File: config.mk
export PLATFORM = sky130hd
export DESIGN_NAME = mc_core
export DESIGN_NICKNAME = d
export VERILOG_FILES = /design/src/rtl/mc_pkg.sv /design/src/rtl/mc_alu.sv /design/src/rtl/mc_core.sv
export SDC_FILE = /design/constraint.sdc
export NUM_CORES = 2
export LEC_CHECK = 0
export BUFFER_PORTS_ARGS = -buffer_cell sky130_fd_sc_hd__buf_2
export CORE_ASPECT_RATIO = 0.9
export CORE_MARGIN = 8
export CORE_UTILIZATION = 60
export DETAILED_ROUTE_END_ITERATION = 8
export HOLD_SLACK_MARGIN = 0.1
export PLACE_DENSITY = 0.81
export SKIP_LAST_GASP = 1
export SLEW_MARGIN = 40
export SYNTH_ARGS = -nofsm -noshare
export SYNTH_HDL_FRONTEND = slang
export SYNTH_HIERARCHICAL = 1
export SYNTH_SLANG_ARGS = --single-unit
File: constraint.sdc
create_clock -name clk -period 13.05 [get_ports clk]
set_input_delay 3.915 -clock clk [delete_from_list [all_inputs] [get_ports clk]]
set_output_delay 3.915 -clock clk [all_outputs]
set_load 0.02 [all_outputs]
File: src/rtl/mc_pkg.sv
// rtl/mc_pkg.sv - shared constants, encodings and decode helpers for the mc_core multicycle processor
//
// Holds the opcode values, instruction field positions, the FSM state enum and
// the ALU operation encoding. Imported by mc_alu and mc_core.
package mc_pkg;

  localparam int REG_ADDRESS_SIZE = 2;
  localparam int INSTR_W          = 20;

  // Instruction field positions within bits [19:0] of a fetched word
  localparam int OP_MSB  = 19;
  localparam int OP_LSB  = 14;
  localparam int RA_MSB  = 13;
  localparam int RA_LSB  = 12;
  localparam int RB_MSB  = 11;
  localparam int RB_LSB  = 10;
  localparam int RC_MSB  = 9;
  localparam int RC_LSB  = 8;
  localparam int OFF_MSB = 9;
  localparam int IMM_MSB = 11;
  localparam int JT_MSB  = 13;
  localparam int JT_LSB  = 5;

  // Opcode 0 is deliberately illegal so that zero-filled memory traps
  localparam logic [5:0] OP_ADD  = 6'h01;
  localparam logic [5:0] OP_SUB  = 6'h02;
  localparam logic [5:0] OP_AND  = 6'h03;
  localparam logic [5:0] OP_OR   = 6'h04;
  localparam logic [5:0] OP_SLT  = 6'h05;
  localparam logic [5:0] OP_LDI  = 6'h08;
  localparam logic [5:0] OP_LD   = 6'h09;
  localparam logic [5:0] OP_ST   = 6'h0A;
  localparam logic [5:0] OP_BEQ  = 6'h0C;
  localparam logic [5:0] OP_J    = 6'h0D;
  localparam logic [5:0] OP_HALT = 6'h0F;

  typedef enum logic [2:0] {
    FETCH,
    DECODE,
    EXEC,
    MEM,
    WB,
    HALT
  } state_e;

  typedef enum logic [2:0] {
    ALU_ADD,
    ALU_SUB,
    ALU_AND,
    ALU_OR,
    ALU_SLT,
    ALU_EQ
  } alu_op_e;

  function automatic logic is_alu_op(input logic [5:0] op);
    return (op == OP_ADD) || (op == OP_SUB) || (op == OP_AND) ||
           (op == OP_OR)  || (op == OP_SLT);
  endfunction

  function automatic logic is_legal_op(input logic [5:0] op);
    return is_alu_op(op) || (op == OP_LDI) || (op == OP_LD) || (op == OP_ST) ||
           (op == OP_BEQ) || (op == OP_J)  || (op == OP_HALT);
  endfunction

  // LD/ST use ADD for address generation, BEQ uses EQ for the compare
  function automatic alu_op_e alu_op_of(input logic [5:0] op);
    case (op)
      OP_SUB:  return ALU_SUB;
      OP_AND:  return ALU_AND;
      OP_OR:   return ALU_OR;
      OP_SLT:  return ALU_SLT;
      OP_BEQ:  return ALU_EQ;
      default: return ALU_ADD;
    endcase
  endfunction

endpackage

File: src/rtl/mc_alu.sv
// rtl/mc_alu.sv - combinational ALU for mc_core (ADD/SUB/AND/OR/SLT/EQ)
//
// Ports:
//   i_op  ALU operation (alu_op_e)
//   i_a   first operand, WORD_SIZE bits
//   i_b   second operand, WORD_SIZE bits
//   o_y   result; SLT and EQ return 1 or 0 in bit 0
module mc_alu
  import mc_pkg::*;
#(
  parameter int WORD_SIZE = 64
) (
  input  alu_op_e              i_op,
  input  logic [WORD_SIZE-1:0] i_a,
  input  logic [WORD_SIZE-1:0] i_b,
  output logic [WORD_SIZE-1:0] o_y
);

  always_comb begin
    o_y = '0;
    case (i_op)
      ALU_ADD: o_y = i_a + i_b;
      ALU_SUB: o_y = i_a - i_b;
      ALU_AND: o_y = i_a & i_b;
      ALU_OR:  o_y = i_a | i_b;
      ALU_SLT: o_y = {{(WORD_SIZE-1){1'b0}}, ($signed(i_a) < $signed(i_b))};
      ALU_EQ:  o_y = {{(WORD_SIZE-1){1'b0}}, (i_a == i_b)};
      default: o_y = '0;
    endcase
  end

endmodule

File: src/rtl/mc_core.sv
// rtl/mc_core.sv - parametrised multicycle processor core with handshaked external memory
//
// FETCH/DECODE/EXEC/MEM/WB/HALT state machine executing the 20-bit instruction
// set. Optional performance counters are built when MC_PERF_EN is defined;
// otherwise cycle_cnt and retired_cnt are tied to zero.
//
// Ports:
//   clk, rst_n       clock (rising edge), asynchronous active-low reset
//   mem_req/mem_we   transaction request and direction (1 = write)
//   mem_addr         byte address, held while mem_req
//   mem_wdata        store data, held while mem_req && mem_we
//   mem_rdata        read data, sampled on the completing edge
//   mem_ready        completes a transaction on an edge where mem_req is high
//   halted/illegal   core stopped / stopped because of an illegal opcode
//   pc_dbg           current PC
//   cycle_cnt        cycles since reset (MC_PERF_EN)
//   retired_cnt      instructions retired (MC_PERF_EN)
module mc_core
  import mc_pkg::*;
#(
  parameter int                      WORD_SIZE    = 64,
  parameter int                      ADDRESS_SIZE = 11,
  parameter int                      NUM_REGS     = 4,
  parameter logic [ADDRESS_SIZE-1:0] RESET_PC     = ADDRESS_SIZE'(11'h400)
) (
  input  logic                    clk,
  input  logic                    rst_n,
  output logic                    mem_req,
  output logic                    mem_we,
  output logic [ADDRESS_SIZE-1:0] mem_addr,
  output logic [WORD_SIZE-1:0]    mem_wdata,
  input  logic [WORD_SIZE-1:0]    mem_rdata,
  input  logic                    mem_ready,
  output logic                    halted,
  output logic                    illegal,
  output logic [ADDRESS_SIZE-1:0] pc_dbg,
  output logic [31:0]             cycle_cnt,
  output logic [31:0]             retired_cnt
);

  state_e                      r_state;
  state_e                      w_next;
  logic [ADDRESS_SIZE-1:0]     r_pc;
  logic [INSTR_W-1:0]          r_ir;
  logic [WORD_SIZE-1:0]        r_a;
  logic [WORD_SIZE-1:0]        r_b;
  logic [WORD_SIZE-1:0]        r_alu_out;
  logic [WORD_SIZE-1:0]        r_mdr;
  logic [WORD_SIZE-1:0]        r_rf [NUM_REGS];
  logic                        r_illegal;
  logic                        r_fetch_hold;

  logic [5:0]                  w_op;
  logic [REG_ADDRESS_SIZE-1:0] w_ra;
  logic [REG_ADDRESS_SIZE-1:0] w_rb;
  logic [REG_ADDRESS_SIZE-1:0] w_rc;
  logic [WORD_SIZE-1:0]        w_off_ext;
  logic [WORD_SIZE-1:0]        w_imm_ext;
  logic [ADDRESS_SIZE-1:0]     w_br_target;
  logic [ADDRESS_SIZE-1:0]     w_jump_pc;
  logic                        w_mem_req;
  logic                        w_mem_done;
  alu_op_e                     w_alu_op;
  logic [WORD_SIZE-1:0]        w_alu_b;
  logic [WORD_SIZE-1:0]        w_alu_y;
  logic [WORD_SIZE-1:0]        w_wb_data;

  logic                        w_ir_we;
  logic                        w_ab_we;
  logic                        w_alu_we;
  logic                        w_mdr_we;
  logic                        w_rf_we;
  logic                        w_pc_we;
  logic [ADDRESS_SIZE-1:0]     w_pc_next;
  logic                        w_set_illegal;
  logic                        w_set_hold;

  assign w_op      = r_ir[OP_MSB:OP_LSB];
  assign w_ra      = r_ir[RA_MSB:RA_LSB];
  assign w_rb      = r_ir[RB_MSB:RB_LSB];
  assign w_rc      = r_ir[RC_MSB:RC_LSB];
  assign w_off_ext = {{(WORD_SIZE-10){r_ir[OFF_MSB]}}, r_ir[OFF_MSB:0]};
  assign w_imm_ext = {{(WORD_SIZE-12){r_ir[IMM_MSB]}}, r_ir[IMM_MSB:0]};

  // r_pc already holds PC+4 once the instruction has been fetched
  assign w_br_target = r_pc + {w_off_ext[ADDRESS_SIZE-3:0], 2'b00};

  always_comb begin
    w_jump_pc       = r_pc;
    w_jump_pc[10:0] = {r_ir[JT_MSB:JT_LSB], 2'b00};
  end

  // The request is decoded from the state so it appears in the first cycle
  // after reset release and vanishes the moment rst_n falls. r_fetch_hold
  // inserts the idle cycle a store needs before the next fetch request.
  assign w_mem_req  = rst_n && (((r_state == FETCH) && !r_fetch_hold) || (r_state == MEM));
  assign w_mem_done = w_mem_req && mem_ready;

  assign mem_req   = w_mem_req;
  assign mem_we    = w_mem_req && (r_state == MEM) && (w_op == OP_ST);
  assign mem_addr  = !w_mem_req ? '0 :
                     (r_state == FETCH) ? r_pc : r_alu_out[ADDRESS_SIZE-1:0];
  assign mem_wdata = mem_we ? r_b : '0;

  assign halted  = (r_state == HALT);
  assign illegal = r_illegal;
  assign pc_dbg  = r_pc;

  assign w_alu_op = alu_op_of(w_op);
  assign w_alu_b  = ((w_op == OP_LD) || (w_op == OP_ST)) ? w_off_ext : r_b;

  mc_alu #(
    .WORD_SIZE (WORD_SIZE)
  ) u_alu (
    .i_op (w_alu_op),
    .i_a  (r_a),
    .i_b  (w_alu_b),
    .o_y  (w_alu_y)
  );

  assign w_wb_data = (w_op == OP_LD)  ? r_mdr :
                     (w_op == OP_LDI) ? w_imm_ext : r_alu_out;

  always_ff @(posedge clk or negedge rst_n) begin
    if (!rst_n) begin
      r_state <= FETCH;
    end else begin
      r_state <= w_next;
    end
  end

  always_comb begin
    w_next        = r_state;
    w_ir_we       = 1'b0;
    w_ab_we       = 1'b0;
    w_alu_we      = 1'b0;
    w_mdr_we      = 1'b0;
    w_rf_we       = 1'b0;
    w_pc_we       = 1'b0;
    w_pc_next     = r_pc;
    w_set_illegal = 1'b0;
    w_set_hold    = 1'b0;
    case (r_state)
      FETCH: begin
        if (w_mem_done) begin
          w_ir_we   = 1'b1;
          w_pc_we   = 1'b1;
          w_pc_next = r_pc + ADDRESS_SIZE'(4);
          w_next    = DECODE;
        end
      end
      DECODE: begin
        w_ab_we = 1'b1;
        if (w_op == OP_HALT) begin
          w_next = HALT;
        end else if (!is_legal_op(w_op)) begin
          w_next        = HALT;
          w_set_illegal = 1'b1;
        end else if (w_op == OP_LDI) begin
          w_next = WB;
        end else begin
          w_next = EXEC;
        end
      end
      EXEC: begin
        w_alu_we = 1'b1;
        if (w_op == OP_BEQ) begin
          w_pc_we   = w_alu_y[0];
          w_pc_next = w_br_target;
          w_next    = FETCH;
        end else if (w_op == OP_J) begin
          w_pc_we   = 1'b1;
          w_pc_next = w_jump_pc;
          w_next    = FETCH;
        end else if ((w_op == OP_LD) || (w_op == OP_ST)) begin
          w_next = MEM;
        end else begin
          w_next = WB;
        end
      end
      MEM: begin
        if (w_mem_done) begin
          if (w_op == OP_LD) begin
            w_mdr_we = 1'b1;
            w_next   = WB;
          end else begin
            w_set_hold = 1'b1;
            w_next     = FETCH;
          end
        end
      end
      WB: begin
        w_rf_we = 1'b1;
        w_next  = FETCH;
      end
      HALT: begin
        w_next = HALT;
      end
      default: begin
        w_next = FETCH;
      end
    endcase
  end

  always_ff @(posedge clk or negedge rst_n) begin
    if (!rst_n) begin
      r_pc         <= RESET_PC;
      r_ir         <= '0;
      r_a          <= '0;
      r_b          <= '0;
      r_alu_out    <= '0;
      r_mdr        <= '0;
      r_illegal    <= 1'b0;
      r_fetch_hold <= 1'b0;
      for (int i = 0; i < NUM_REGS; i++) begin
        r_rf[i] <= '0;
      end
    end else begin
      r_fetch_hold <= w_set_hold;
      if (w_ir_we) begin
        r_ir <= mem_rdata[INSTR_W-1:0];
      end
      if (w_pc_we) begin
        r_pc <= w_pc_next;
      end
      if (w_ab_we) begin
        // ALU ops compare rb/rc; LD/ST/BEQ need rb as base and ra as data
        r_a <= r_rf[w_rb];
        r_b <= is_alu_op(w_op) ? r_rf[w_rc] : r_rf[w_ra];
      end
      if (w_alu_we) begin
        r_alu_out <= w_alu_y;
      end
      if (w_mdr_we) begin
        r_mdr <= mem_rdata;
      end
      if (w_rf_we) begin
        r_rf[w_ra] <= w_wb_data;
      end
      if (w_set_illegal) begin
        r_illegal <= 1'b1;
      end
    end
  end

`ifdef MC_PERF_EN
  logic [31:0] r_cycle_cnt;
  logic [31:0] r_retired_cnt;
  logic        w_retire;

  // Final edge of each instruction; illegal opcodes never retire
  assign w_retire = (r_state == WB) ||
                    ((r_state == EXEC) && ((w_op == OP_BEQ) || (w_op == OP_J))) ||
                    ((r_state == MEM) && w_mem_done && (w_op == OP_ST)) ||
                    ((r_state == DECODE) && (w_op == OP_HALT));

  always_ff @(posedge clk or negedge rst_n) begin
    if (!rst_n) begin
      r_cycle_cnt   <= '0;
      r_retired_cnt <= '0;
    end else begin
      if (r_cycle_cnt != '1) begin
        r_cycle_cnt <= r_cycle_cnt + 32'd1;
      end
      if (w_retire) begin
        r_retired_cnt <= r_retired_cnt + 32'd1;
      end
    end
  end

  assign cycle_cnt   = r_cycle_cnt;
  assign retired_cnt = r_retired_cnt;
`else
  assign cycle_cnt   = '0;
  assign retired_cnt = '0;
`endif

endmodule

Word level (Yosys, flattened, before mapping). Index checks and enable logic that the tools add are counted.

Logic and storage cells: 128. Output and inout port bits: 154. Input port bits: 67. Register bits after elaboration: 548.

Multiplexer cells: 52. $lt $le $gt $ge: 5. Bitwise gates (word level): 5. Equal/unequal tests: 25. Add/sub/neg operators: 4. Reduce and logical (&&, ||, !) cells: 24.

Operator list (count): $mux 64 (12); $bmux 64 s2 (3); $pmux 64 s6 (1); $bwmux 256 (1); $demux 64 s2 (1); $add 64x64->64 (1); $and 64x64->64 (1); $eq 64x64->1 (1); $lt 64x64->1 (1); $or 64x64->64 (1); $sub 64x64->64 (1); $mux 11 (5); $eq 6x4->1 const B (6); $pmux 3 s5 (2); $mux 3 (9); $pmux 11 s2 (1); $mux 1 (16); $eq 3x2->1 const B (4); $eq 3x3->1 const B (4); $eq 6x2->1 const B (2); $eq 6x3->1 const B (2); $logic_or 1x1->1 (12); $add 11x11->11 (1); $add 11x3->11 const B (1); 14 further kinds (26).

Logic depth before layout (Yosys ltp).
Depth in word-level cells: 14. Mapped depth: 24.

Hierarchy. Netlist, hierarchy kept.

Modules (own cells, without submodules): mc_core (area an instance 28878.9 µm², instances 1, cells each 2338, sequential area each 13664.4 µm²); mc_alu (area an instance 10572.6 µm², instances 1, cells each 1651, sequential area each 0.0 µm²).

Least setup slack after synthesis. Ideal clock, no wire load.

Path kind: input to output. Start point: input rst_n. End point: output mem_wdata[10]. Arrival time: 4.995 ns. Stages on the path: 5. Buffers on the path: 2. Slack: 4.140 ns. Cell sequence: and3_1 and4_1 clkbuf_1 clkbuf_1 and2_1.

Word-level cells in the longest chain between the ends: 4.

RTL lines: start: declaration (line mc_core.sv:27) `input logic rst_n,`; $logic_and 1x1->1 (line mc_core.sv:96) `assign w_mem_req = rst_n && (((r_state == FETCH) && !r_fetch_hold) || (r_state == MEM));`; $logic_and 1x1->1 (2 in series) (line mc_core.sv:100) `assign mem_we = w_mem_req && (r_state == MEM) && (w_op == OP_ST);`; $mux 64 (line mc_core.sv:103) `assign mem_wdata = mem_we ? r_b : '0;`; end: declaration (line mc_core.sv:31) `output logic [WORD_SIZE-1:0] mem_wdata,`.

Every way passes these cells.

Final worst setup path.
Start point: input rst_n. End point: output mem_wdata[21].

Same word-level chain as after synthesis.

==> results.txt <==
Buf/Inv on CP = 3
CP arrival = 5980 ps
Final Setup Violations = 0
Internal power = 2.68 mW
R2R Setup Slk = 5990 ps
Worst skew pair latency = 650 ps
HPWL after detailed placement = 78500 um
WL final = 114000 um
Worst slew pin tran = 832 ps
Syn avg cell area = 9.89 um2
Largest net degree at the start of global routing = 105
P per Cell Area = 86.2 mW/mm2
#FFs+latches synth = 546
Crit Path Category = input pin to output pin
CTS root buffer = clkbuf_16
CP delay by family, top = buffers and inverters
RSZ-0062 raised after global routing = no
TritonCTS Buffers = 56
Final Non-Filler Cells = 4884
CTS resizes = 0
Initial detailed-routing violation count = 3491
Register share of total power = 0.467
Post-synthesis sequential area ratio = 0.346
Global-route wire length before repair = 181000 um
Setup tns final = 0 ps
Max clock buf depth = 3
H-tree Lvls = 2
CP max stage cell = buf_4
Design area = 0.0423 mm2
Core Region = 0.0653 mm2
I/O pin count = 221
# DRC = 0
Starting Density = 0.605
Fraction of registers with async set/reset = 1.00
Max Clock Freq = 101 MHz
Clock Skews = 36.3 ps
Share of layout cells above drive strength 1 = 0.220
VDD IR max = 0.102 mV
Minimum clock period = 9890 ps
Number of port buffers = 154
Mapped Cells = 3989
Kind of end point of the critical path = output pin
EDFF count, synth = 0
DIE AREA = 0.0742 mm2
Post-detailed-route via-to-cell ratio = 6.68
Placed standard-cell area = 0.0404 mm2
Row count = 89
Post-CTS Hold Fix Bufs = 0
Sw frac = 0.264
Synth Cell Area = 0.0395 mm2
Net Switching = 964 uW
Post-route ant nets = 0
Inserted Diodes = 0
P_leak = 20.1 nW
Vias in the first global route = 32400
Area growth syn-to-layout = 7.25%
Hold WC Path Type = flip-flop to flip-flop
WP data required = 9130 ps
Gr usage total = 0.300
Slew margin rel. = 0.446
Max-slew violations = 0
Clock slew at reported path FFs = 60 ps
Worst setup margin = 3160 ps
Wirelength per Cell = 23.3 um
Die height = 259 um
End-of-flow core utilization = 0.648
Final hold vios = 0
Crit-path max cell delay = 520 ps
Startpoint of the worst setup timing path = rst_n
Setup crit start kind = input pin
Total gr overflow = 0
Drt first pass iters = 5
CTS tree = built
Max-Cap Viols = 0
Count of different cell masters after synthesis = 96
RR Startpoint = r_ir[16]
Synth warn = 6
Top_reg_cell synth = dfrtp_1
Place WS = 3090 ps
Postcts setup bufs = 0
CP Max Fanout = 88
Placed Cells = 4778
Final Power = 3.65 mW
Combinational share of power = 0.097
Status = finished clean
Clock share of power = 0.436
# nets final = 4250
Die W = 286 um
Fin Hold WS = 475 ps
Tcrit/Tclk final = 0.758
HP Start = r_alu_out[60]
CP Cell Sequence = buf_8 > and3_1 > and4_2 > buf_4 > and2_1 > buf_2
DR vias = 32600
# clock sinks = 546
Initial antenna violation count = 0
Final Wtd Congestion = 1.01
[worst register-to-register path, stage by stage (launching register included)]
cell and delay (ps):
dfrtp_1 560, nor4b_4 610, nand2_2 570, buf_4 480, a21o_1 310, inv_1 80
ha_1 360, nor2_1 200, nand2_1 100, nor3_1 460, and4_1 410, o2111ai_1 180
and3_1 300, o211a_1 320, or2_2 320, o2111ai_1 90, nand3_1 230, o2111ai_1 660
nand2_1 350, o221a_2 360
[cell families after synthesis]
kind of cell,count (synthesis),share of synthesized area
AND/OR/NAND/NOR,1038,0.119
AO/OA/AOI/OAI,965,0.161
multiplexers,664,0.242
buffers and inverters,553,0.0628
flip-flops,546,0.346
adder cells (fa/ha/maj),208,0.0665
XOR/XNOR,14,0.00311
other,1,0.0000951
[layout make-up]
type / count / area [um2]
inverters: 208 / 782
flip-flops and latches: 546 / 13700
fillers: 5136 / 22900
repair buffers: 208 / 1310
clock inverters: 26 / 264
multi-input cells: 2955 / 23700
clock buffers: 77 / 1540
well taps: 864 / 1080
[synth_stat cells (13+ instances only)]
library cell / number / area share
dfrtp_1: 545 / 0.35
a211oi_1: 23 / 0.0044
nor4_1: 25 / 0.0040
o21bai_1: 45 / 0.0086
inv_1: 201 / 0.019
o21ai_1: 26 / 0.0033
o21ai_0: 85 / 0.011
o22ai_1: 36 / 0.0057
and2_1: 77 / 0.012
mux2_2: 329 / 0.094
nand2b_1: 20 / 0.0032
buf_1: 41 / 0.0039
o211ai_1: 32 / 0.0061
clkbuf_1: 167 / 0.016
nand3_1: 35 / 0.0044
nand4_1: 27 / 0.0043
o31ai_1: 19 / 0.0036
nor2_1: 308 / 0.029
a221o_1: 13 / 0.0033
mux2_1: 64 / 0.018
or3_1: 15 / 0.0024
buf_2: 58 / 0.0074
a21o_1: 80 / 0.015
a221oi_1: 40 / 0.0089
a21oi_1: 387 / 0.049
mux2i_1: 79 / 0.020
and3_1: 20 / 0.0032
nor2b_1: 16 / 0.0025
buf_4: 71 / 0.014
o221ai_1: 40 / 0.0089
nand2_1: 416 / 0.040
nor3_1: 40 / 0.0051
ha_1: 205 / 0.065
mux4_2: 192 / 0.11
a31oi_1: 14 / 0.0022
[sequential cells by signal (all words and copies together) (netlist names)]
name and flops:
r_rf 256, r_a 64, r_alu_out 64, r_b 64
r_mdr 64, r_ir 20, pc_dbg 9, r_state 3
illegal 1, r_fetch_hold 1
[power by group through the flow]
| stage | clock, mW | combinational [mW] | sequential (mW) |
|---|---|---|---|
| 6_report | 1.59 | 0.354 | 1.70 |
| 5_1_grt | 1.67 | 0.378 | 1.70 |
| 4_1_cts | 1.61 | 0.347 | 1.70 |
| 3_5_place_dp | 0 | 0.346 | 1.74 |
| 3_3_place_gp | 0 | 0.340 | 1.74 |
| 2_1_floorplan | 0 | 0.242 | 1.73 |
[metal layers]
layer | up-vias | wire length (um) | global-route usage
li1 | 14400 | - | -
met1 | 16400 | 46600 | 0.414
met2 | 1595 | 53300 | 0.477
met3 | 282 | 9740 | 0.0494
met4 | 0 | 3910 | 0.113
met5 | - | 0 | 0
[final timing paths]
| kind | endpoint | depth (start not counted) |
|---|---|---|
| worst max-delay path | mem_wdata[21] | 6 |
| max in group asynchronous | r_rf[25] | 4 |
| min in group asynchronous | r_mdr[51] | 1 |
| worst max register to register | pc_dbg[6] | 19 |
| worst min-delay path | r_alu_out[60] | 2 |
| worst min register to register | r_alu_out[60] | 2 |
[layout by cell type (no fill, tap or decap), drive strengths merged, types with 10 or more instances in the layout]
cell and instances:
or3 15, mux4 192, o211ai 33, and2 78, mux2 393, a31oi 16, nor3 43, buf 208
clkbuf 77, nand2b 20, a21o 80, o22ai 36, a221oi 40, and3 20, nand3 35, a21boi 10
a221o 13, nor2b 16, mux2i 79, o221ai 40, a21oi 388, conb 66, dfrtp 545, o21ai 111
nor2 308, a211oi 24, o21bai 46, nand4 27, o31ai 21, ha 205, nor4 26, clkinv 18
inv 210, nand2 416
(Power assumes the default switching activity.)
